File: config.mk
export PLATFORM = sky130hd
export DESIGN_NAME = ef_smsdac_seg_p
export DESIGN_NICKNAME = d
export VERILOG_FILES = /design/src/rtl/ef_smsdac_pkg.sv /design/src/rtl/ef_smsdac_lfsr16.sv /design/src/rtl/ef_smsdac_sb.sv /design/src/rtl/ef_smsdac_seg_p.sv
export SDC_FILE = /design/constraint.sdc
export NUM_CORES = 1
export LEC_CHECK = 0
export ABC_CLOCK_PERIOD_IN_PS = 2900
export CAP_MARGIN = 20
export CORE_ASPECT_RATIO = 0.7
export CORE_MARGIN = 2
export CORE_UTILIZATION = 45
export CTS_BUF_LIST = sky130_fd_sc_hd__clkbuf_2 sky130_fd_sc_hd__clkbuf_4 sky130_fd_sc_hd__clkbuf_8
export DETAILED_ROUTE_END_ITERATION = 10
export GPL_TIMING_DRIVEN = 0
export PLACE_DENSITY = 0.68
export SLEW_MARGIN = 20
export SYNTH_ARGS = -nofsm -noshare
export SYNTH_HDL_FRONTEND = slang
export SYNTH_SLANG_ARGS = --single-unit
File: constraint.sdc
create_clock -name clk -period 2.9 [get_ports clk]
set_clock_uncertainty 0.1 [all_clocks]
set_input_delay 0.58 -clock clk [delete_from_list [all_inputs] [get_ports clk]]
set_output_delay 0.58 -clock clk [all_outputs]
set_load 0.02 [all_outputs]
File: src/rtl/ef_smsdac_pkg.sv
// Shared constants for the segmented mismatch-shaping DAC: 3-level cell codes
// and the 16-bit dither LFSR definition.
package ef_smsdac_pkg;

  localparam logic [1:0] CODE_P = 2'b10;
  localparam logic [1:0] CODE_Z = 2'b00;
  localparam logic [1:0] CODE_N = 2'b01;

  localparam int          LFSR_W        = 16;
  // Taps x^16 + x^14 + x^13 + x^11 + 1 land on bits 15, 13, 12, 10.
  localparam logic [15:0] LFSR_TAPS     = 16'hB400;
  localparam logic [15:0] LFSR_SEED_DEF = 16'hACE1;

  function automatic logic [15:0] lfsr_next(input logic [15:0] cur);
    lfsr_next = {cur[14:0], ^(cur & LFSR_TAPS)};
  endfunction

endpackage

File: src/rtl/ef_smsdac_lfsr16.sv
// 16-bit Fibonacci dither LFSR; advances once per accepted sample and exposes
// its low NR bits as per-segment random choices.
module ef_smsdac_lfsr16
  import ef_smsdac_pkg::*;
#(
  parameter int          NR   = 3,
  parameter logic [15:0] SEED = LFSR_SEED_DEF
) (
  input  logic          clk,
  input  logic          rst,
  input  logic          adv,
  output logic [NR-1:0] r_bits
);

  logic [LFSR_W-1:0] lfsr_q;
  logic [LFSR_W-1:0] lfsr_d;

  always_comb begin
    if (adv) begin
      lfsr_d = lfsr_next(lfsr_q);
    end else begin
      lfsr_d = lfsr_q;
    end
  end

  always_ff @(posedge clk or posedge rst) begin
    if (rst) begin
      lfsr_q <= SEED;
    end else begin
      lfsr_q <= lfsr_d;
    end
  end

  assign r_bits = lfsr_q[NR-1:0];

endmodule

File: src/rtl/ef_smsdac_sb.sv
// One first-order switching block: peels a 3-level unit term off c_in and
// hands the exact half of the remainder to the next stage.
module ef_smsdac_sb
  import ef_smsdac_pkg::*;
#(
  parameter int CW = 9
) (
  input  logic [CW-1:0] c_in,
  input  logic          st_in,
  input  logic          r_in,
  input  logic          en_dith,
  output logic [1:0]    code,
  output logic [CW-2:0] c_out,
  output logic          st_out
);

  logic sgn_s;

  // Odd inputs take +1 or -1 so the remainder is even; the sign flips state.
  always_comb begin
    code   = CODE_Z;
    c_out  = c_in[CW-1:1];
    st_out = st_in;
    sgn_s  = 1'b0;
    if (c_in[0]) begin
      sgn_s  = st_in ^ (en_dith & r_in);
      st_out = ~sgn_s;
      if (sgn_s) begin
        code  = CODE_N;
        c_out = c_in[CW-1:1] + {{(CW-2){1'b0}}, 1'b1};
      end else begin
        code  = CODE_P;
        c_out = c_in[CW-1:1];
      end
    end else begin
      code   = CODE_Z;
      c_out  = c_in[CW-1:1];
      st_out = st_in;
    end
  end

endmodule

File: src/rtl/ef_smsdac_seg_p.sv
// Segmented mismatch-shaping DAC core: sample register, NSEG-deep chain of
// switching blocks, and registered 3-level segment / MSB-residue outputs.
module ef_smsdac_seg_p
  import ef_smsdac_pkg::*;
#(
  parameter int          W         = 8,
  parameter int          NSEG      = 3,
  parameter logic [15:0] LFSR_SEED = 16'hACE1
) (
  input  logic                clk,
  input  logic                rst,
  input  logic                smp_en,
  input  logic [W-1:0]        d_in,
  input  logic                en_dith,
  input  logic                mute,
  output logic [2*NSEG-1:0]   d_out_seg,
  output logic [W-NSEG:0]     d_out_msb,
  output logic                out_valid
);

  localparam int          CW  = W + 1;
  localparam int          MW  = W - NSEG + 1;
  localparam logic [W-1:0] MID = {1'b1, {(W-1){1'b0}}};

  logic [W-1:0]      x_q,     x_d;
  logic              dith_q,  dith_d;
  logic              stb_q,   stb_d;
  logic [NSEG-1:0]   st_q,    st_d;
  logic [2*NSEG-1:0] seg_q,   seg_d;
  logic [MW-1:0]     msb_q,   msb_d;
  logic              valid_q, valid_d;

  logic [NSEG-1:0]   r_s;
  logic [NSEG-1:0]   st_nxt_s;
  logic [2*NSEG-1:0] code_s;
  logic [MW-1:0]     msb_s;

  ef_smsdac_lfsr16 #(
    .NR   (NSEG),
    .SEED (LFSR_SEED)
  ) u_lfsr (
    .clk    (clk),
    .rst    (rst),
    .adv    (stb_q),
    .r_bits (r_s)
  );

  // Stage j consumes a (CW-j)-bit value and yields a (CW-j-1)-bit remainder.
  for (genvar j = 0; j < NSEG; j++) begin : g_sb
    logic [CW-j-1:0] c_in_s;
    logic [CW-j-2:0] c_out_s;

    if (j == 0) begin : g_first
      assign c_in_s = {1'b0, x_q};
    end else begin : g_next
      assign c_in_s = g_sb[j-1].c_out_s;
    end

    ef_smsdac_sb #(
      .CW (CW - j)
    ) u_sb (
      .c_in    (c_in_s),
      .st_in   (st_q[j]),
      .r_in    (r_s[j]),
      .en_dith (dith_q),
      .code    (code_s[2*j+1:2*j]),
      .c_out   (c_out_s),
      .st_out  (st_nxt_s[j])
    );
  end

  assign msb_s = g_sb[NSEG-1].c_out_s;

  // Stage A captures the (possibly muted) sample; stage B registers the encode.
  always_comb begin
    x_d     = x_q;
    dith_d  = dith_q;
    stb_d   = 1'b0;
    seg_d   = seg_q;
    msb_d   = msb_q;
    st_d    = st_q;
    valid_d = 1'b0;
    if (smp_en) begin
      x_d    = mute ? MID : d_in;
      dith_d = en_dith;
      stb_d  = 1'b1;
    end else begin
      stb_d  = 1'b0;
    end
    if (stb_q) begin
      seg_d   = code_s;
      msb_d   = msb_s;
      st_d    = st_nxt_s;
      valid_d = 1'b1;
    end else begin
      valid_d = 1'b0;
    end
  end

  always_ff @(posedge clk or posedge rst) begin
    if (rst) begin
      x_q     <= '0;
      dith_q  <= 1'b0;
      stb_q   <= 1'b0;
      st_q    <= '0;
      seg_q   <= '0;
      msb_q   <= '0;
      valid_q <= 1'b0;
    end else begin
      x_q     <= x_d;
      dith_q  <= dith_d;
      stb_q   <= stb_d;
      st_q    <= st_d;
      seg_q   <= seg_d;
      msb_q   <= msb_d;
      valid_q <= valid_d;
    end
  end

  assign d_out_seg = seg_q;
  assign d_out_msb = msb_q;
  assign out_valid = valid_q;

endmodule
# After elaboration in Yosys (flattened, before gate mapping)
# Index checks and enable logic that the tools add are counted.
# word_totals
word_cells	41
regBits	42
output_inout_bits	13
inputBits	13
# op_classes
n_mux	15
n_bitwise	9
n_reduce_logical	4
addsub	3
# ops
op	n
$mux 8	3
$reduce_xor 16->1	1
$mux 7	2
$mux 2	6
$mux 6	2
$add 7x1->8 const B	1
$add 7x1->7 const B	1
$add 6x1->6 const B	1
$reduce_and 2->1	3
$and 1x1->1	3
$not 1->1	3
$xor 1x1->1	3
$mux 1	2

# Longest topological paths before layout
# Gate-level depths: netlist of run 1.
# depth
ltp_word	10
depth_mapped	15
mapped_depth_nobuf	13

# By module
# From an unflattened synthesis of run 1, not the netlist that was laid out.
# unflattened
cells_unflattened	170
hier_area_um2	2233.4
# by_module_without_submodules
module	n_inst	seq_area_each_um2	area_per_inst_um2	cells_each
ef_smsdac_seg_p	1	650.6	996.0	59
ef_smsdac_lfsr16	1	410.4	701.9	42
ef_smsdac_sb at g_sb[0].u_sb	1	0.0	200.2	26
ef_smsdac_sb at g_sb[1].u_sb	1	0.0	171.4	23
ef_smsdac_sb at g_sb[2].u_sb	1	0.0	163.9	20

# Worst setup path before layout of run 1
# No wires, ideal clock.
# synth_path
kind	reg-to-reg
from	register u_lfsr.lfsr_q[0]
to	register msb_q[4] (netlist: d_out_msb[4])
path_stages_with_launch	15
synth_period_minus_slack_ns	3.035
t_required_ns	2.718
setup_slack_ns	-0.135
n_path_buf	1
t_arrival_ns	2.853
setup_ns	0.082
path_cell_list	dfstp_2 -> nand3b_2 -> a21oi_4 -> buf_6 -> nand2_1 -> xnor2_1 -> ha_1 -> a211oi_1 -> o31ai_1 -> o221ai_1 -> inv_1 -> ha_1 -> o21ai_0 -> or3_1 -> a31oi_1
# synth_via
elab_chain_len	10
# synth_lines
item	line	rtl
start: declaration	ef_smsdac_lfsr16.sv:15	logic [LFSR_W-1:0] lfsr_q;
start signal: assignment	ef_smsdac_lfsr16.sv:30	lfsr_q <= lfsr_d;
$and 1x1->1 (*)	ef_smsdac_sb.sv:26	sgn_s = st_in ^ (en_dith & r_in);
$xor 1x1->1 (*)	ef_smsdac_sb.sv:26	
$mux 8 (*)	ef_smsdac_sb.sv:28	if (sgn_s) begin
$mux 8 (*)	ef_smsdac_sb.sv:25	if (c_in[0]) begin
$add 7x1->7	ef_smsdac_sb.sv:30	c_out = c_in[CW-1:1] + {{(CW-2){1'b0}}, 1'b1};
$mux 7	ef_smsdac_sb.sv:28	
$mux 7 (*)	ef_smsdac_sb.sv:25	
$add 6x1->6	ef_smsdac_sb.sv:30	
$mux 6	ef_smsdac_sb.sv:28	
$mux 6 (*)	ef_smsdac_sb.sv:25	
end signal: assignment	ef_smsdac_seg_p.sv:115	msb_q <= msb_d;
end: declaration	ef_smsdac_seg_p.sv:30	logic [MW-1:0] msb_q, msb_d;
# Mark *: on every way between the ends. The rest lies on a longest branch, timed or not.
# A chain may end at the register's enable or synchronous reset.

# Final worst setup path of run 1
# layout_path
from	register u_lfsr.lfsr_q[0]
to	register msb_q[3] (netlist: d_out_msb[3])
# The elaborated chain is that of the path after synthesis.

==> results.yml, run 1 <==
power_and_ir_drop:
  ir_drop_mv: 0.550
  p_leak_uw: 0.00128
  powerDensity_nw_per_um2: 806
  total_power_uw: 2540
final_layout:
  layout_commonest_cell: "dfrtp_1"
  multiInputGateArea_um2: 1370
  regArea_um2: 1060
  diodes: 0
  synthToLayoutAreaGrowth_pct: 27.0
  mostFrequentLayoutCells: "dfrtp_1 (33), clkdlybuf4s50_1 (25), nand2_1 (21)"
  drive_above_1_share: 0.263
  final_util: 0.596
  final_nets: 308
  stdcell_count: 365
  fillers: 452
timing:
  period_share: 1.05
  fin_ws_ps: -140
  setup_viol: 3
  clock.fmax_ghz: 0.329
  tightest_slew_ps: 515
  rsz0062_at_grt: "yes"
  relSlewSlack: 0.657
  drv_slew: 0
  fin_crit_ps: 3040
  hold_violations: 0
  setup_tns_ps: -286
min_path:
  holdCritPathClass: "register to register"
  hold_path_depth: 0
critical_path:
  path_cells: "nand3b_4 -> a21oi_4 -> buf_6 -> nand2_2 -> xnor2_1 -> ha_1 -> a211oi_1 -> o31ai_1 -> o221ai_2 -> buf_4 -> a2111oi_4 -> a211oi_2 -> a311o_1"
  worstSetupStartpoint: "u_lfsr.lfsr_q[0]"
  cp_slowest_cell: "dfstp_2"
  crit_family: "compound AO/OA/AOI/OAI gates"
  cp-start-kind: "register"
  required_ps: 2990
  crit_cells: 13
  cp_slowest_stage_delay_ps: 600
  arrival_ps: 3130
  r2r_cells: 13
  cp_max_fo: 4
  r2r_setup_slack_ps: -140
  crit_buf_inv: 2
  end_kind: "register"
  endpoint: "d_out_msb[3]"
  reg2reg_from: "u_lfsr.lfsr_q[0]"
  worstSetupPathType: "register to register"
  r2r-end: "d_out_msb[3]"
logic_synthesis:
  synth_area_leader_cell: "dfrtp_1"
  synth_area_leaders: "dfrtp_1 (34%), dfstp_2 (8.5%), mux2_2 (8.2%), xnor2_1 (5.3%), nand2_1 (3.3%)"
  ys.flop_type: "dfrtp_1"
  synth_fp_nets: 260
  synth_compound_area_frac: 0.207
  avgSynthCellArea_um2: 10.2
  synthSimpleGateAreaFrac: 0.152
  synth_top_family_by_area: "compound AO/OA/AOI/OAI gates"
  synthMuxAreaShare: 0.0899
  ys_seq_elements: 42
  synthXorXnorAreaFrac: 0.0671
  yosysUniqueCellTypes: 61
  postSynthCellCount: 244
  ys_seq_area_frac: 0.428
  netlist.area_leader.share: 0.343
  yosysWarnings: 0
  async_reset_ff_frac: 1.00
  synth-adder-area-share: 0.0151
  syn_area_um2: 2480
  synth-edff-count: 0
global_routing:
  grt_pass1_vias: 1922
  grt_pass1_wl_um: 9860
  track_usage: 0.213
  antenna_found_initial: 0
  grt_remaining_overflow: 0
  grt_max_degree: 27
clocking:
  cts_made_buffers: 5
  cts_tree: "done"
  clkTransAtPathRegs_ps: 80
  clockBufferDepth: 2
  ctsHtreeMaxLevel: 2
  cts.sinks: 42
  insertion_delay_ps: 300
  cts-root-buf: "clkbuf_8"
  hold_buffers: 0
die:
  io_pins: 26
  row_count: 22
  die_h_um: 66.1
  start_util: 0.469
  die_x_um: 92.7
  core_region_area_um2: 5290
  dieArea_um2: 6130
placement:
  post-place-ws_ps: -353
  port_buffers: 25
  place.gp.congestion: 0.928
  post-place-cells: 342
  dpl.hpwl_um: 4290
flow_run:
  cap_violations: 0
drt:
  avgRoutedWirePerCell_um: 16.0
  ant_nets: 0
  drtIter0Drc: 113
  drc_errors: 0
  dr.pass1.iters: 5
  routed_via_density: 5.53
  drt_wl_total_um: 5840
  vias: 2019
status:
  failed_checks: "setup timing"
  outcome: "finished with violations"
## how the worst min path moves through the flow
| stage | start | to | slack, ps |
|---|---|---|---|
| after global placement | stb_q | out_valid | 260 |
| after floorplan | stb_q | out_valid | 250 |
| after CTS | stb_q | out_valid | 280 |
| after detailed placement | stb_q | out_valid | 260 |
| final | stb_q | out_valid | 280 |
| after global routing | stb_q | out_valid | 300 |
## final cells by class
type,count,area share
clock inverters,2,0.0191
flip-flops and latches,42,0.337
clock buffers,6,0.0262
multi-input cells,179,0.434
well taps,72,0.0286
plain buffers,10,0.0167
inverters,13,0.0155
repair buffers,41,0.123
## sequential cells by signal, summed over array words and instances, names as in the netlist
signal / cells
dith_q: 1
out_valid: 1
d_out_seg: 6
u_lfsr.lfsr_q: 16
st_q: 3
x_q: 8
d_out_msb: 6
stb_q: 1
## what timing repair did
action | in CTS | in global routing
pin swaps | 5 | 1
buffers inserted | 11 | 4
cloned | 0 | 0
setup endpoints to repair | 5 | 6
gates resized for setup | 6 | 5
## worst reg2reg max path, cell delays in order (launching register included)
cell and delay, ps:
dfstp_2 600, nand3b_4 110, a21oi_4 190, buf_6 130, nand2_2 50, xnor2_1 130, ha_1 300, a211oi_1 50
o31ai_1 240, o221ai_2 170, buf_4 170, a2111oi_4 260, a211oi_2 110, a311o_1 320
## synthesized netlist by cell type, types with 2 or more instances
| library cell | n |
|---|---|
| dfrtp_1 | 34 |
| nand2_1 | 22 |
| mux2_2 | 18 |
| xnor2_1 | 15 |
| inv_1 | 13 |
| nor2_1 | 13 |
| o21ai_0 | 11 |
| a21oi_1 | 9 |
| a211oi_1 | 8 |
| dfstp_2 | 8 |
| nand3_1 | 6 |
| nor3_1 | 6 |
| and3_1 | 4 |
| o31ai_1 | 4 |
| xor2_1 | 4 |
| and2_1 | 3 |
| buf_2 | 3 |
| clkbuf_1 | 3 |
| ha_1 | 3 |
| nor2b_1 | 3 |
| a211o_1 | 2 |
| a211oi_2 | 2 |
| a21bo_2 | 2 |
| a21boi_1 | 2 |
| a31oi_1 | 2 |
| buf_1 | 2 |
| mux2i_1 | 2 |
| nand4_1 | 2 |
| nand4b_1 | 2 |
| o2111ai_1 | 2 |
| o22a_1 | 2 |
| o22ai_1 | 2 |
| o2bb2ai_1 | 2 |
## metal layers
layer  global-route usage  part of all wire  vias to the layer above  routed length, um
met2                0.293              0.41                       48               2380
met1                0.330              0.52                      980               3030
met3               0.0525             0.062                        6                362
met5                    0                 0                        -                  0
met4               0.0588             0.011                        0                 63
li1                     -                 -                      985                  -
## per-stage QoR
step / instance area, um^2 / hold slack (ps)
global placement: 2830 / 261
detailed placement: 2850 / 259
global route: 3150 / 299
finish: 3150 / 279
CTS: 3110 / 280
floorplan: 2490 / 252
## where the power goes
part           internal, uW  switching, uW  total (uW)
logic                   502            496         999
clock network           367            206         573
registers               814            152         966
total                  1680            854        2540
## logic make-up (layout without fill, tap and decap cells)
kind of cell,Yosys count,count (layout)
XOR/XNOR,19,19
multiplexers,20,20
AO/OA/AOI/OAI,66,66
adder cells (fa/ha/maj),3,3
AND/OR/NAND/NOR,71,71
buffers and inverters,23,72
flip-flops,42,42
No activity file was read; power rests on OpenSTA's default activity.
==> inputs of run 2 (changes only) <==
--- a/config.mk
+++ b/config.mk
@@ -14,7 +14,6 @@
 export DETAILED_ROUTE_END_ITERATION = 10
 export GPL_TIMING_DRIVEN = 0
 export PLACE_DENSITY = 0.68
-export SLEW_MARGIN = 20
 export SYNTH_ARGS = -nofsm -noshare
 export SYNTH_HDL_FRONTEND = slang
 export SYNTH_SLANG_ARGS = --single-unit
==> run 2 against run 1 <==
Compared with the run above: the run still ends with setup timing left; register-to-register slack improved by 20 ps; via count increased by 1.4%; combinational power decreased by 2.9%; non-clock buffer count decreased by 4; worst setup slack improved by 20 ps; clock-buffer cell count decreased by 1; core utilization decreased by 1.4 points; first-iteration DRC count increased by 11%; critical path type unchanged.
==> results.yml, run 2 (same netlist as run 1, synthesis figures left out) <==
status:
  outcome: "finished with violations"
  failed_checks: "setup timing"
clocking:
  ctsHtreeMaxLevel: 2
  hold_buffers: 0
  clkTransAtPathRegs_ps: 90
  insertion_delay_ps: 310
  cts_tree: "done"
  cts.sinks: 42
  cts-root-buf: "clkbuf_8"
  cts_made_buffers: 5
  clockBufferDepth: 2
critical_path:
  reg2reg_from: "u_lfsr.lfsr_q[0]"
  cp_max_fo: 5
  cp_slowest_cell: "dfstp_2"
  cp-start-kind: "register"
  r2r_cells: 13
  required_ps: 3030
  end_kind: "register"
  path_cells: "buf_4 -> a21boi_2 -> o21ai_4 -> o21ai_2 -> ha_2 -> a211oi_1 -> o31ai_2 -> o221ai_4 -> inv_1 -> ha_2 -> o21ai_2 -> or3_1 -> a31oi_1"
  r2r-end: "d_out_msb[4]"
  arrival_ps: 3150
  worstSetupPathType: "register to register"
  r2r_setup_slack_ps: -120
  cp_slowest_stage_delay_ps: 620
final_layout:
  largest_reg_flops: 16
  largest-register: "u_lfsr.lfsr_q"
  synthToLayoutAreaGrowth_pct: 24.0
  final_util: 0.581
  final_nets: 304
  layout_commonest_cell: "dfrtp_1"
  drive_above_1_share: 0.266
  stdcell_count: 361
  mostFrequentLayoutCells: "dfrtp_1 (32), clkdlybuf4s50_1 (25), nand2_1 (21)"
  biggestRegsByFlops: "u_lfsr.lfsr_q x16, x_q x8"
  diodes: 0
global_routing:
  track_usage: 0.207
  grt_max_degree: 43
  grt_pass1_wl_um: 9650
  grt_remaining_overflow: 0
  antenna_found_initial: 0
  grt_pass1_vias: 1971
power_and_ir_drop:
  internal_power_uw: 1470
  total_power_uw: 2340
  power.share.sequential: 0.418
  powerDensity_nw_per_um2: 760
  p_leak_uw: 0.00122
  p_clk_frac: 0.167
  comb_power_share: 0.415
  swShare: 0.371
  ir_drop_mv: 0.397
  p_switching_uw: 866
placement:
  place.gp.congestion: 0.928
  port_buffers: 25
  post-place-cells: 341
  dpl.hpwl_um: 4200
drt:
  drt_wl_total_um: 5860
  avgRoutedWirePerCell_um: 16.2
  ant_nets: 0
  drtIter0Drc: 125
  met1Wirelength_um: 2900
  wl_met2_um: 2440
  dr.pass1.iters: 4
  dr_wl_met3_um: 449
  routed_via_density: 5.67
  vias: 2047
  top_layer_used: "met4"
  drc_errors: 0
timing:
  fin_crit_ps: 3020
  setup_viol: 3
  tightest_slew_ps: 873
  fin_ws_ps: -121
  period_share: 1.04
  drv_slew: 0
  rsz0062_at_grt: "yes"
  hold_violations: 0
  clock.fmax_ghz: 0.331
  timing.hold.ws_ps: 293
  relSlewSlack: 0.418
min_path:
  hold_end: "out_valid"
  hold_path_depth: 0
  holdCritPathClass: "register to register"
  worstHoldStart: "stb_q"
die:
  die_x_um: 92.7
  row_count: 22
  io_pins: 26
  dieArea_um2: 6130
  core_region_area_um2: 5290
  start_util: 0.469
  die_h_um: 66.1
flow_run:
  cap_violations: 0
==> run 2: cell count changes in the layout (fill, tap and decap cells not counted), sizes merged <==
cell / delta
bufinv: -2
clkinvlp: +1
clkbuf: -1
clkinv: +2
buf: -4
==> run 2: routing by layer <==
layer | vias up | GRT usage
met5 | - | 0
met4 | 0 | 0.0754
met3 | 7 | 0.0376
met2 | 74 | 0.295
met1 | 983 | 0.314
li1 | 983 | -
==> run 2: worst max-delay path by stage <==
stage,to,start,cells past startpoint,slack (ps)
floorplan,d_out_msb[4],u_lfsr.lfsr_q[0],14,20
global placement,d_out_msb[4],u_lfsr.lfsr_q[0],12,-300
detailed placement,d_out_msb[4],u_lfsr.lfsr_q[0],14,-330
CTS,d_out_msb[4],u_lfsr.lfsr_q[0],14,-130
global route,d_out_msb[4],u_lfsr.lfsr_q[0],13,-210
finish,d_out_msb[4],u_lfsr.lfsr_q[0],13,-120
==> run 2: through the flow <==
step	setup slack, ps	instance area [um^2]	TNS [ps]
detailed placement	-326	2830	-1150
CTS	-131	3020	-195
floorplan	16.8	2490	0
global route	-209	3070	-558
global placement	-296	2830	-1040
finish	-121	3070	-188
==> run 2: area by class of cell <==
| type | count | area, um^2 |
|---|---|---|
| plain buffers | 9 | 41.3 |
| clock buffers | 5 | 68.8 |
| clock inverters | 3 | 21.3 |
| fillers | 474 | 2210 |
| inverters | 13 | 48.8 |
| multi-input cells | 179 | 1390 |
| flip-flops and latches | 42 | 1060 |
| well taps | 72 | 90.1 |
| repair buffers | 38 | 348 |
==> run 2: what timing repair did <==
action / 4_1_cts / 5_1_grt
setup endpoints to repair: 5 / 6
pin swaps: 5 / 6
setup buffers: 8 / 5
hold endpoints to repair: 0 / 0
gates resized for setup: 6 / 9
==> run 2: critical path, delay by kind of cell (launching register included) <==
kind                       cells  cell delay (ps)
AOI/OAI and AO/OA              8             1150
DFF                            1              620
adders and majority gates      2              490
and+or+nand+nor                1              320
buffers and inverters          2              230
==> run 2: power by group through the flow <==
stage / logic [uW] / registers [uW] / clock network (uW)
CTS: 914 / 976 / 398
floorplan: 574 / 989 / 0
finish: 970 / 976 / 390
global route: 1050 / 1010 / 414
global placement: 823 / 983 / 0
detailed placement: 836 / 993 / 0
